## config.mk

```make
export PLATFORM = sky130hd
export DESIGN_NAME = encoder_8b10b_flat
export DESIGN_NICKNAME = d
export VERILOG_FILES = /design/src/rtl/encoder_8b10b_if.sv /design/src/rtl/encoder_8b10b.sv /design/src/flat_wrapper.sv
export SDC_FILE = /design/constraint.sdc
export NUM_CORES = 1
export LEC_CHECK = 0
export CAP_MARGIN = 10
export CORE_AREA = 2 2 52 54
export CTS_BUF_LIST = sky130_fd_sc_hd__clkbuf_2
export DETAILED_ROUTE_END_ITERATION = 6
export DIE_AREA = 0 0 54 56
export HOLD_SLACK_MARGIN = 0.03
export PLACE_DENSITY = 0.8
export RECOVER_POWER = 50
export SYNTH_ARGS = -nofsm -noshare
export SYNTH_HDL_FRONTEND = slang
export SYNTH_SLANG_ARGS = --single-unit
```

## constraint.sdc

```tcl
create_clock -name clk -period 1.6 [get_ports clk]
set_input_delay 0.48 -clock clk [delete_from_list [all_inputs] [get_ports clk]]
set_output_delay 0.48 -clock clk [all_outputs]
set_load 0.03 [all_outputs]
```

## src/rtl/encoder_8b10b_if.sv

```systemverilog
// Handshake bundle for the streaming 8b/10b encoder.
// master: byte source and code-group sink (the surrounding logic / bench).
// slave:  the encoder itself.
interface encoder_8b10b_if;
   logic [7:0] data_in;
   logic       valid_in;
   logic       ready_out;
   logic [9:0] data_out;
   logic       valid_out;
   logic       ready_in;
   logic       rd;

   modport master (
      output data_in, valid_in, ready_in,
      input  ready_out, data_out, valid_out, rd
   );

   modport slave (
      input  data_in, valid_in, ready_in,
      output ready_out, data_out, valid_out, rd
   );
endinterface

```

## src/rtl/encoder_8b10b.sv

```systemverilog
// Streaming 8b/10b line encoder with running-disparity tracking and a
// one-entry valid/ready output stage.
// Optional build macro: ENC_ALT7_EN selects the A7 alternate for D.x.7
// where the primary code would produce a run length of 5.
module encoder_8b10b (
   input  logic            clk,
   input  logic            rst,
   encoder_8b10b_if.slave  bus
);

   logic [9:0] data_q, data_d;
   logic       valid_q, valid_d;
   logic       rd_q, rd_d;
   logic       rd_cur_q, rd_cur_d;

   logic       accept;
   logic [4:0] edcba;
   logic [2:0] hgf;
   logic [5:0] raw6, code6;
   logic [3:0] raw4, code4;
   logic       bal6, bal4;
   logic       rd_mid, rd_fin;
   logic       alt7;

   // 5b/6b code at RD-; the RD+ form is the bitwise complement for every
   // unbalanced code and for D.7, and identical for all other balanced codes.
   function automatic logic [5:0] enc6_rdn(input logic [4:0] v);
      logic [5:0] c;
      case (v)
         5'd0:  c = 6'b100111;
         5'd1:  c = 6'b011101;
         5'd2:  c = 6'b101101;
         5'd3:  c = 6'b110001;
         5'd4:  c = 6'b110101;
         5'd5:  c = 6'b101001;
         5'd6:  c = 6'b011001;
         5'd7:  c = 6'b111000;
         5'd8:  c = 6'b111001;
         5'd9:  c = 6'b100101;
         5'd10: c = 6'b010101;
         5'd11: c = 6'b110100;
         5'd12: c = 6'b001101;
         5'd13: c = 6'b101100;
         5'd14: c = 6'b011100;
         5'd15: c = 6'b010111;
         5'd16: c = 6'b011011;
         5'd17: c = 6'b100011;
         5'd18: c = 6'b010011;
         5'd19: c = 6'b110010;
         5'd20: c = 6'b001011;
         5'd21: c = 6'b101010;
         5'd22: c = 6'b011010;
         5'd23: c = 6'b111010;
         5'd24: c = 6'b110011;
         5'd25: c = 6'b100110;
         5'd26: c = 6'b010110;
         5'd27: c = 6'b110110;
         5'd28: c = 6'b001110;
         5'd29: c = 6'b101110;
         5'd30: c = 6'b011110;
         default: c = 6'b101011;
      endcase
      return c;
   endfunction

   // 3b/4b code at RD-; alt7 swaps P7 (1110) for A7 (0111). The RD+ form is
   // the complement for unbalanced codes and for D.x.3.
   function automatic logic [3:0] enc4_rdn(input logic [2:0] v, input logic a7);
      logic [3:0] c;
      case (v)
         3'd0:    c = 4'b1011;
         3'd1:    c = 4'b1001;
         3'd2:    c = 4'b0101;
         3'd3:    c = 4'b1100;
         3'd4:    c = 4'b1101;
         3'd5:    c = 4'b1010;
         3'd6:    c = 4'b0110;
         default: c = a7 ? 4'b0111 : 4'b1110;
      endcase
      return c;
   endfunction

   assign accept        = bus.valid_in && bus.ready_out;
   assign bus.ready_out = !valid_q || bus.ready_in;
   assign bus.data_out  = data_q;
   assign bus.valid_out = valid_q;
   assign bus.rd        = rd_q;

   // Encode the incoming byte against rd_cur and compute the next output-stage state.
   always_comb begin
      edcba  = bus.data_in[4:0];
      hgf    = bus.data_in[7:5];

      raw6   = enc6_rdn(edcba);
      bal6   = ($countones(raw6) == 3);
      code6  = (rd_cur_q && (!bal6 || edcba == 5'd7)) ? ~raw6 : raw6;
      rd_mid = rd_cur_q ^ !bal6;

`ifdef ENC_ALT7_EN
      alt7 = (hgf == 3'd7) &&
             (rd_mid ? (edcba == 5'd11 || edcba == 5'd13 || edcba == 5'd14)
                     : (edcba == 5'd17 || edcba == 5'd18 || edcba == 5'd20));
`else
      alt7 = 1'b0;
`endif

      raw4   = enc4_rdn(hgf, alt7);
      bal4   = ($countones(raw4) == 2);
      code4  = (rd_mid && (!bal4 || hgf == 3'd3)) ? ~raw4 : raw4;
      rd_fin = rd_mid ^ !bal4;

      data_d   = data_q;
      rd_d     = rd_q;
      rd_cur_d = rd_cur_q;
      valid_d  = valid_q;

      if (accept) begin
         data_d   = {code6, code4};
         rd_d     = rd_cur_q;
         rd_cur_d = rd_fin;
         valid_d  = 1'b1;
      end else if (valid_q && bus.ready_in) begin
         valid_d  = 1'b0;
      end
   end

   // Output stage and running-disparity register; reset drops any pending symbol.
   always_ff @(posedge clk or negedge rst) begin
      if (!rst) begin
         data_q   <= '0;
         valid_q  <= 1'b0;
         rd_q     <= 1'b0;
         rd_cur_q <= 1'b0;
      end else begin
         data_q   <= data_d;
         valid_q  <= valid_d;
         rd_q     <= rd_d;
         rd_cur_q <= rd_cur_d;
      end
   end

endmodule

```

## src/flat_wrapper.sv

```systemverilog
// flat-port wrapper written by rule: the top's interface ports become plain ports
module encoder_8b10b_flat 
  (clk, rst, bus_data_in, bus_valid_in, bus_ready_in, bus_ready_out, bus_data_out, bus_valid_out, bus_rd);
  encoder_8b10b_if bus_i ();
  input  logic clk;
  input  logic rst;
  input wire logic [$bits(bus_i.data_in)-1:0] bus_data_in;
  input wire logic [$bits(bus_i.valid_in)-1:0] bus_valid_in;
  input wire logic [$bits(bus_i.ready_in)-1:0] bus_ready_in;
  output wire logic [$bits(bus_i.ready_out)-1:0] bus_ready_out;
  output wire logic [$bits(bus_i.data_out)-1:0] bus_data_out;
  output wire logic [$bits(bus_i.valid_out)-1:0] bus_valid_out;
  output wire logic [$bits(bus_i.rd)-1:0] bus_rd;
  assign bus_i.data_in = bus_data_in;
  assign bus_i.valid_in = bus_valid_in;
  assign bus_i.ready_in = bus_ready_in;
  assign bus_ready_out = bus_i.ready_out;
  assign bus_data_out = bus_i.data_out;
  assign bus_valid_out = bus_i.valid_out;
  assign bus_rd = bus_i.rd;
  encoder_8b10b u_core (.clk(clk), .rst(rst), .bus(bus_i));
endmodule
```

# Yosys cells after proc, flatten, opt, wreduce, memory -nomap -nowiden

Memories as Yosys holds them, arrays and structs flattened.
Cells that the tools add are included.

$add $sub $neg: 8
Equality and inequality tests: 9
Mux-type cells: 5
Bitwise gates (word level): 4
Reductions and logical operators: 12

Operators with widths:

| operator            | count |
|---|---|
| $add 32x32->32      | 3 |
| $eq 32x3->1 const B | 2 |
| $pmux 4 s7          | 1 |
| $add 1x1->2         | 5 |
| $eq 3x3->1 const B  | 3 |
| $eq 3x2->1 const B  | 2 |
| $mux 6              | 1 |
| $not 6->6           | 1 |
| $eq 5x3->1 const B  | 1 |
| $logic_and 1x1->1   | 4 |
| $mux 4              | 1 |
| $not 4->4           | 1 |
| $eq 3x1->1 const B  | 1 |
| $logic_not 1->1     | 3 |
| $logic_not 3->1     | 1 |
| $logic_or 1x1->1    | 3 |
| $mux 1              | 2 |
| $reduce_bool 2->1   | 1 |
| $xor 1x1->1         | 2 |

Bits in registers: 13
Memory bits (read-only): 192
Bits of input ports: 12
Output and inout port bits: 13
Word-level logic and storage cells: 43
Memories kept: 1

Memory list:

| memory           | depth | width | rd ports | clocked after memory_dff | write ports | line                | RTL |
|---|---|---|---|---|---|---|---|
| (name not given) | 32    | 6     | 1        | 0                        | 0           | encoder_8b10b.sv:29 | `case (v)` |

# Depth between registers and ports, before layout

Gate-level depths: netlist of the first run.

Word-level depth: 9
Depth in mapped cells: 13
Depth with buffers taken out: 13

# Worst setup path before layout of the first run

No wires, ideal clock.

Kind: in2reg
From: input port bus_data_in[1]
To: register u_core.data_q[1] (netlist: u_core.bus.data_out[1])
Library setup time: 125 ps
Arrival: 3155 ps
Data required time: 1475 ps
Slack: -1680 ps
Cell stages on the path: 12
Path buffers: 0
Cell sequence: inv_1 ha_1 or4b_4 nand4_2 ha_1 fa_1 ha_1 and4bb_2 xnor2_1 nand2_2 xnor2_1 mux2_2

Word-level cells in the longest chain between the ends: 9
Elaborated cells on any way between the ends: 11
Classes of those cells: add/sub: 5; eq/ne: 1; mux: 1; bitwise: 1; reduce/logical: 2; memory: 1

Ends and longest elaborated chain:

| element                                  | line                 | RTL |
|---|---|---|
| start, declared                          | flat_wrapper.sv:7    | `input wire logic [$bits(bus_i.data_in)-1:0] bus_data_in;` |
| $mem_v2 32x6 (*)                         | n/a                  |  |
| $add 1x1->2 (implied by the code)        | encoder_8b10b.sv:95  | `bal6 = ($countones(raw6) == 3);` |
| $add 32x32->32 (implied by the code)     | encoder_8b10b.sv:95  |  |
| $add 32x32->32 (implied by the code) (*) | encoder_8b10b.sv:95  |  |
| $eq 32x3->1 (*)                          | encoder_8b10b.sv:95  |  |
| $logic_not 1->1 (*)                      | encoder_8b10b.sv:97  | `rd_mid = rd_cur_q ^ !bal6;` |
| $xor 1x1->1 (*)                          | encoder_8b10b.sv:97  |  |
| $logic_and 1x1->1 (*)                    | encoder_8b10b.sv:109 | `code4 = (rd_mid && (!bal4 \|\| hgf == 3'd3)) ? ~raw4 : raw4;` |
| $mux 4 (*)                               | encoder_8b10b.sv:109 |  |
| end signal, assigned                     | encoder_8b10b.sv:135 | `data_q <= data_d;` |
| end, declared                            | encoder_8b10b.sv:11  | `logic [9:0] data_q, data_d;` |

Mark *: on every way between the ends. The rest lies on a longest branch, timed or not.
A chain may end at the register's enable or synchronous reset.

# Worst setup path in the final report of the first run

Same ends and word-level chain as after synthesis.

==> results of run 1 <==
-- critical path, stage by stage --
cell and delay [ns]:
buf_12 0.10, inv_8 0.04, ha_4 0.25, or4b_4 0.47, nand4_4 0.10, ha_4 0.22
fa_2 0.40, ha_4 0.26, and4bb_2 0.27, xnor2_2 0.13, nand2_2 0.13, xnor2_2 0.17
mux2_4 0.27
-- metrics by stage --
| stage | area [um2] | util (%) | power, mW |
|---|---|---|---|
| 2_1_floorplan | 1340 | - | 1.53 |
| 3_3_place_gp | 1810 | 74.4 | 2.05 |
| 3_5_place_dp | 1810 | 74.4 | 2.13 |
| 4_1_cts | 2000 | 82.3 | 2.29 |
| 5_1_grt | 2050 | 84.2 | 2.59 |
| 6_report | 2050 | 84.2 | 2.44 |
-- cell type report --
| class | count | area [um2] | area share [%] |
|---|---|---|---|
| Sequential cell | 13 | 325 | 15.9 |
| Inverter | 5 | 38.8 | 1.89 |
| Timing Repair Buffer | 66 | 559 | 27.3 |
| Multi-Input combinational cell | 106 | 1070 | 52.1 |
| Tap cell | 30 | 37.5 | 1.83 |
| Clock buffer | 4 | 20.0 | 0.977 |
-- final timing paths --
path                                               startpoint                                  to  slack (ns)
max                                            bus_data_in[1]  u_core.bus.data_out[1]$_DFFE_PN0P_       -1.52
min                        u_core.bus.data_out[9]$_DFFE_PN0P_  u_core.bus.data_out[9]$_DFFE_PN0P_        0.51
max reg2reg                  u_core.bus.valid_out$_DFFE_PN0P_           u_core.bus.rd$_DFFE_PN0P_        0.22
min reg2reg                u_core.bus.data_out[9]$_DFFE_PN0P_  u_core.bus.data_out[9]$_DFFE_PN0P_        0.51
max in group asynchronous                                 rst    u_core.bus.valid_out$_DFFE_PN0P_        0.45
min in group asynchronous                                 rst  u_core.bus.data_out[9]$_DFFE_PN0P_        0.72
-- synth_stat cells, types with 2 or more instances --
cell type  instances
xnor2_1            4
o21ai_1            8
fa_1               3
buf_6              3
buf_2              2
nor2b_1            2
ha_1              14
a21oi_1            3
o21ai_0            6
nand2b_1           5
inv_1              4
nor2_1             2
xor2_1             9
nand2_1           15
nor3_1             2
or3_1              2
and2_1             2
nand2_2            2
dfrtp_1           13
a21o_1             2
mux2i_1            2
mux2_2             3
-- kinds of logic after synthesis --
logic type	synth area share, %
adder cells (fa/ha/maj)	18.7
AO/OA/AOI/OAI	16.0
flip-flops	25.9
multiplexers	4.28
AND/OR/NAND/NOR	20.2
buffers and inverters	5.87
XOR/XNOR	9.05
-- per-layer routing --
metal  vias up  share of wire, %  global-route usage (%)
li1        576                 -                       -
met1       567                38                    25.2
met2        46                55                    45.8
met3         8               5.1                    1.61
met4         0               2.1                    10.7
met5         -                 0                       0
-- timing repair --
action,in CTS,in global routing
buffers inserted,8,1
setup endpoints to repair,24,13
resized for setup,53,20
cloned,1,0
pin swaps,16,16
-- sequential cells by signal, summed over array words and instances, names as in the netlist --
name and count:
u_core.bus.data_out 10, u_core.bus.rd 1, u_core.rd_cur_q 1, u_core.bus.valid_out 1
-- report_power, final --
| group | leakage, nW | switching, mW | internal, mW | total [mW] |
|---|---|---|---|---|
| clock network | 0.0166 | 0.116 | 0.0662 | 0.182 |
| registers | 0.156 | 0.0963 | 0.481 | 0.578 |
| logic | 0.777 | 0.908 | 0.771 | 1.68 |
| total | 0.950 | 1.12 | 1.32 | 2.44 |
==> flow_metrics.env, run 1 <==
export IMPL_routed_wl_um=3600
export IMPL_track_usage_pct=24.0
export IMPL_cts_buffers=3
export IMPL_io_buffers=24
export IMPL_whs_path_depth=2
export IMPL_path_class="in -> reg"
export IMPL_wire_per_inst_um=16.1
export IMPL_htreeDepth=1
export IMPL_status="finished, violations left"
export IMPL_via_per_inst=5.34
export IMPL_antenna_found_initial=0
export IMPL_drtIter0Drc=29
export IMPL_fin_cells=224
export IMPL_clock_sinks=13
export IMPL_final_common_cell="buf_4"
export IMPL_violations="setup timing"
export IMPL_power_density_nw_per_um2=1190
export IMPL_endpoint_kind="register"
export IMPL_cp_arrival_ns=3.30
export IMPL_synthFlopType="dfrtp_1"
export IMPL_tns_ns=-15.63
export IMPL_synthToLayoutAreaGrowth_pct=62.9
export IMPL_min_path_type="reg -> reg"
export IMPL_relSlewSlack_pct=54.4
export IMPL_gp_congestion=0.807
export IMPL_core_um2=2430
export IMPL_maxCapViolCount=0
export IMPL_die_w_um=54
export IMPL_setup_viol=11
export IMPL_drive_gt1_share_pct=50.0
export IMPL_ant_nets=0
export IMPL_finalCritPeriodShare_pct=195
export IMPL_yosys_warnings=0
export IMPL_synthTopCellsByArea="dfrtp_1, ha_1, xor2_1"
export IMPL_cts_tree="done"
export IMPL_ir_drop_mv=1.23
export IMPL_drt_pass1_iter_count=5
export IMPL_fmax_mhz=321
export IMPL_pin_count=25
export IMPL_yosysUniqueCellTypes=45
export IMPL_initial_core_util_pct=51.7
export IMPL_avgSynthCellArea_um2=9.60
export IMPL_synth_top_area_share_pct=25.9
export IMPL_rsz0062_at_grt="yes"
export IMPL_gr_total_overflow=0
export IMPL_required_ns=1.79
export IMPL_fin_hold_ws_ns=0.511
export IMPL_synth_area_um2=1260
export IMPL_ys_seq_area_share_pct=25.9
export IMPL_slew_viol_final=0
export IMPL_fin_crit_ns=3.12
export IMPL_synth_edf_count=0
export IMPL_die_y_um=56
export IMPL_start_kind="input pin"
export IMPL_antenna_cells=0
export IMPL_grt_pass1_vias=1271
export IMPL_hpwl_um=2430
export IMPL_clockRootBuffer="clkbuf_2"
export IMPL_cts_clk_slew_worst_paths_ns=0.13
export IMPL_drcViolationCount=0
export IMPL_netlist_instances=131
export IMPL_worstMarginPinSlew_ns=0.684
export IMPL_dr_total_vias=1197
export IMPL_placed_cells=211
export IMPL_cp_max_fo=6
export IMPL_ys_ff_latch=13
export IMPL_cts_hold_buf=0
export IMPL_worstRegToRegCells=4
export IMPL_die_area_um2=3020
export IMPL_setup_ws_ns=-1.52
export IMPL_cts_buffer_depth=2
export IMPL_clk_latency_ns=0.29
export IMPL_power_static_leakage_nw=0.950
export IMPL_syn_nets=160
export IMPL_finClkSkew_ns=0.00495
export IMPL_yosys_area_top_type="dfrtp_1"
export IMPL_pre_cts_slack_ns=-2.36
export IMPL_grt_pass1_wl_um=5420
export IMPL_num_nets_final=224
export IMPL_async_flop_share_pct=100
export IMPL_rows=18
export IMPL_fillers=135
export IMPL_finalHoldViolCount=0
export IMPL_grt_max_degree=14
export IMPL_mostFrequentLayoutCells="buf_4, nand2_1, dfrtp_1"
(Power assumes the default switching activity.)
==> inputs of run 2 (changes only) <==
Settings changed: CORE_AREA 2 2 52 54 to 5 5 55 57, DIE_AREA 0 0 54 56 to 0 0 60 62, GPL_ROUTABILITY_DRIVEN set to 0.
==> run 2 against run 1 <==
The flow still finishes with violations (setup timing). Register-to-register slack lost 0.04 ns. Die area grew 23%. Design area decreased by 0.37%. Final cell count fell by 0.45%. Critical endpoint unchanged.
==> flow_metrics.env, run 2 (same netlist as run 1, synthesis figures left out) <==
export IMPL_min_path_type="reg -> reg"
export IMPL_fillers=132
export IMPL_worstMarginPinSlew_ns=0.668
export IMPL_largest_register_ffs=10
export IMPL_finalHoldViolCount=0
export IMPL_antenna_found_initial=0
export IMPL_cp_cell_sequence="clkdlybuf4s15_2 -> buf_6 -> nand2b_1 -> o2bb2ai_1 -> a221oi_2 -> ha_2 -> fa_1 -> ha_4 -> and4bb_2 -> xnor2_2 -> nand2_2 -> xnor2_2 -> mux2_4"
export IMPL_placed_cell_area_um2=1790
export IMPL_grt_pass1_vias=1258
export IMPL_required_ns=1.79
export IMPL_grt_max_degree=14
export IMPL_maxCapViolCount=0
export IMPL_mostFrequentLayoutCells="buf_4, nand2_1, dfrtp_1"
export IMPL_dr_total_vias=1218
export IMPL_cts_hold_buf=0
export IMPL_pin_count=25
export IMPL_whs_path_depth=2
export IMPL_post_route_cell_area_um2=2040
export IMPL_hold_end="u_core.bus.data_out[0]$_DFFE_PN0P_"
export IMPL_drive_gt1_share_pct=48.7
export IMPL_drt_pass1_iter_count=5
export IMPL_synthToLayoutAreaGrowth_pct=62.3
export IMPL_clk_latency_ns=0.30
export IMPL_cts_buffers=3
export IMPL_fin_util_pct=83.9
export IMPL_finalCritPeriodShare_pct=198
export IMPL_r2r_start="u_core.bus.valid_out$_DFFE_PN0P_"
export IMPL_power_density_nw_per_um2=1220
export IMPL_relSlewSlack_pct=55.5
export IMPL_track_usage_pct=19.8
export IMPL_die_area_um2=3720
export IMPL_htreeDepth=1
export IMPL_status="finished, violations left"
export IMPL_initial_core_util_pct=51.7
export IMPL_grt_pass1_wl_um=5440
export IMPL_clock_sinks=13
export IMPL_fin_total_pwr_mw=2.49
export IMPL_fmax_mhz=315
export IMPL_path_class="in -> reg"
export IMPL_finClkSkew_ns=0.00732
export IMPL_die_w_um=60
export IMPL_cp_arrival_ns=3.36
export IMPL_worstRegToRegCells=4
export IMPL_gr_total_overflow=0
export IMPL_cts_buffer_depth=2
export IMPL_ant_nets=0
export IMPL_clockRootBuffer="clkbuf_2"
export IMPL_hp_start="u_core.bus.data_out[0]$_DFFE_PN0P_"
export IMPL_io_buffers=24
export IMPL_wire_per_inst_um=16.5
export IMPL_endpoint_kind="register"
export IMPL_rows=18
export IMPL_via_per_inst=5.46
export IMPL_slowest_delay_ns=0.44
export IMPL_tns_ns=-16.27
export IMPL_final_common_cell="buf_4"
export IMPL_cts_clk_slew_worst_paths_ns=0.11
export IMPL_drcViolationCount=0
export IMPL_core_um2=2430
export IMPL_slowest_stage="fa_1"
export IMPL_fin_crit_ns=3.17
export IMPL_crit_top_cell="xnor2_2"
export IMPL_cts_tree="done"
export IMPL_slew_viol_final=0
export IMPL_setup_viol=11
export IMPL_r2r_slack_ns=0.18
export IMPL_setup_ws_ns=-1.57
export IMPL_ir_drop_mv=1.05
export IMPL_r2r_end="u_core.bus.rd$_DFFE_PN0P_"
export IMPL_power_static_leakage_nw=0.940
export IMPL_hpwl_um=2400
export IMPL_start_kind="input pin"
export IMPL_cp_max_fo=6
export IMPL_routed_wl_um=3690
export IMPL_die_y_um=62
export IMPL_num_nets_final=223
export IMPL_antenna_cells=0
export IMPL_rsz0062_at_grt="yes"
export IMPL_drtIter0Drc=58
export IMPL_violations="setup timing"
export IMPL_fin_hold_ws_ns=0.493
run 2: cell count changes in the layout (fill, tap and decap cells not counted), moves of 2 or more:
cell / change
dlygate4sd2_1: -4
clkdlybuf4s15_1: +3
buf_4: -2
ha_1: +2
ha_2: -2
run 2: layer usage:
layer | share of wire (%) | routed length (um) | vias to the layer above | global-route usage [%]
li1 | - | - | 577 | -
met1 | 38 | 1420 | 582 | 19.6
met2 | 52 | 1910 | 44 | 38.4
met3 | 5.5 | 202 | 15 | 2.89
met4 | 4.3 | 159 | 0 | 12.3
met5 | 0 | 0 | - | 0
run 2: worst max-delay path by stage:
stage / startpoint / to / slack, ns / depth (start not counted)
floorplan: bus_data_in[0] / u_core.bus.data_out[1]$_DFFE_PN0P_ / -1.53 / 12
global placement: bus_data_in[1] / u_core.bus.data_out[1]$_DFFE_PN0P_ / -2.27 / 14
detailed placement: bus_data_in[1] / u_core.bus.data_out[0]$_DFFE_PN0P_ / -2.39 / 15
CTS: bus_data_in[0] / u_core.bus.data_out[1]$_DFFE_PN0P_ / -1.55 / 14
global route: bus_data_in[2] / u_core.bus.data_out[1]$_DFFE_PN0P_ / -1.63 / 13
finish: bus_data_in[2] / u_core.bus.data_out[1]$_DFFE_PN0P_ / -1.57 / 13
run 2: report_power, final:
part | leakage (nW) | internal [mW] | total [mW] | switching, mW
logic | 0.767 | 0.801 | 1.71 | 0.912
registers | 0.156 | 0.481 | 0.594 | 0.113
clock network | 0.0166 | 0.0661 | 0.178 | 0.112
run 2: timing repair:
action | 4_1_cts | 5_1_grt
pin swaps | 14 | 15
endpoints found under the setup margin | 24 | 17
endpoints found under the hold margin | 0 | 0
setup buffers | 6 | 3
cloned | 2 | 0
gates resized for setup | 49 | 30
run 2: area by class of cell:
cell class	instances	area, um2	share of cell area, %
multi-input combinational	106	1060	52.1
sequential	13	325	15.9
inverter	5	38.8	1.90
clock buffer	4	20.0	0.981
timing repair buffer	65	557	27.3
tap	30	37.5	1.84
run 2: worst max-delay path: cells and delay by family:
family                     cells  cell delay [ns]
buffers and inverters          2             0.33
adders and majority gates      3             1.00
xor gates and xnor gates       2             0.29
muxes                          1             0.27
and+or+nand+nor                3             0.55
AOI/OAI and AO/OA              2             0.44
run 2: stage by stage:
stage | cells | setup WS, ns
finish | 223 | -1.57
global route | 223 | -1.63
CTS | 221 | -1.55
detailed placement | 209 | -2.39
global placement | 209 | -2.27
floorplan | 131 | -1.53
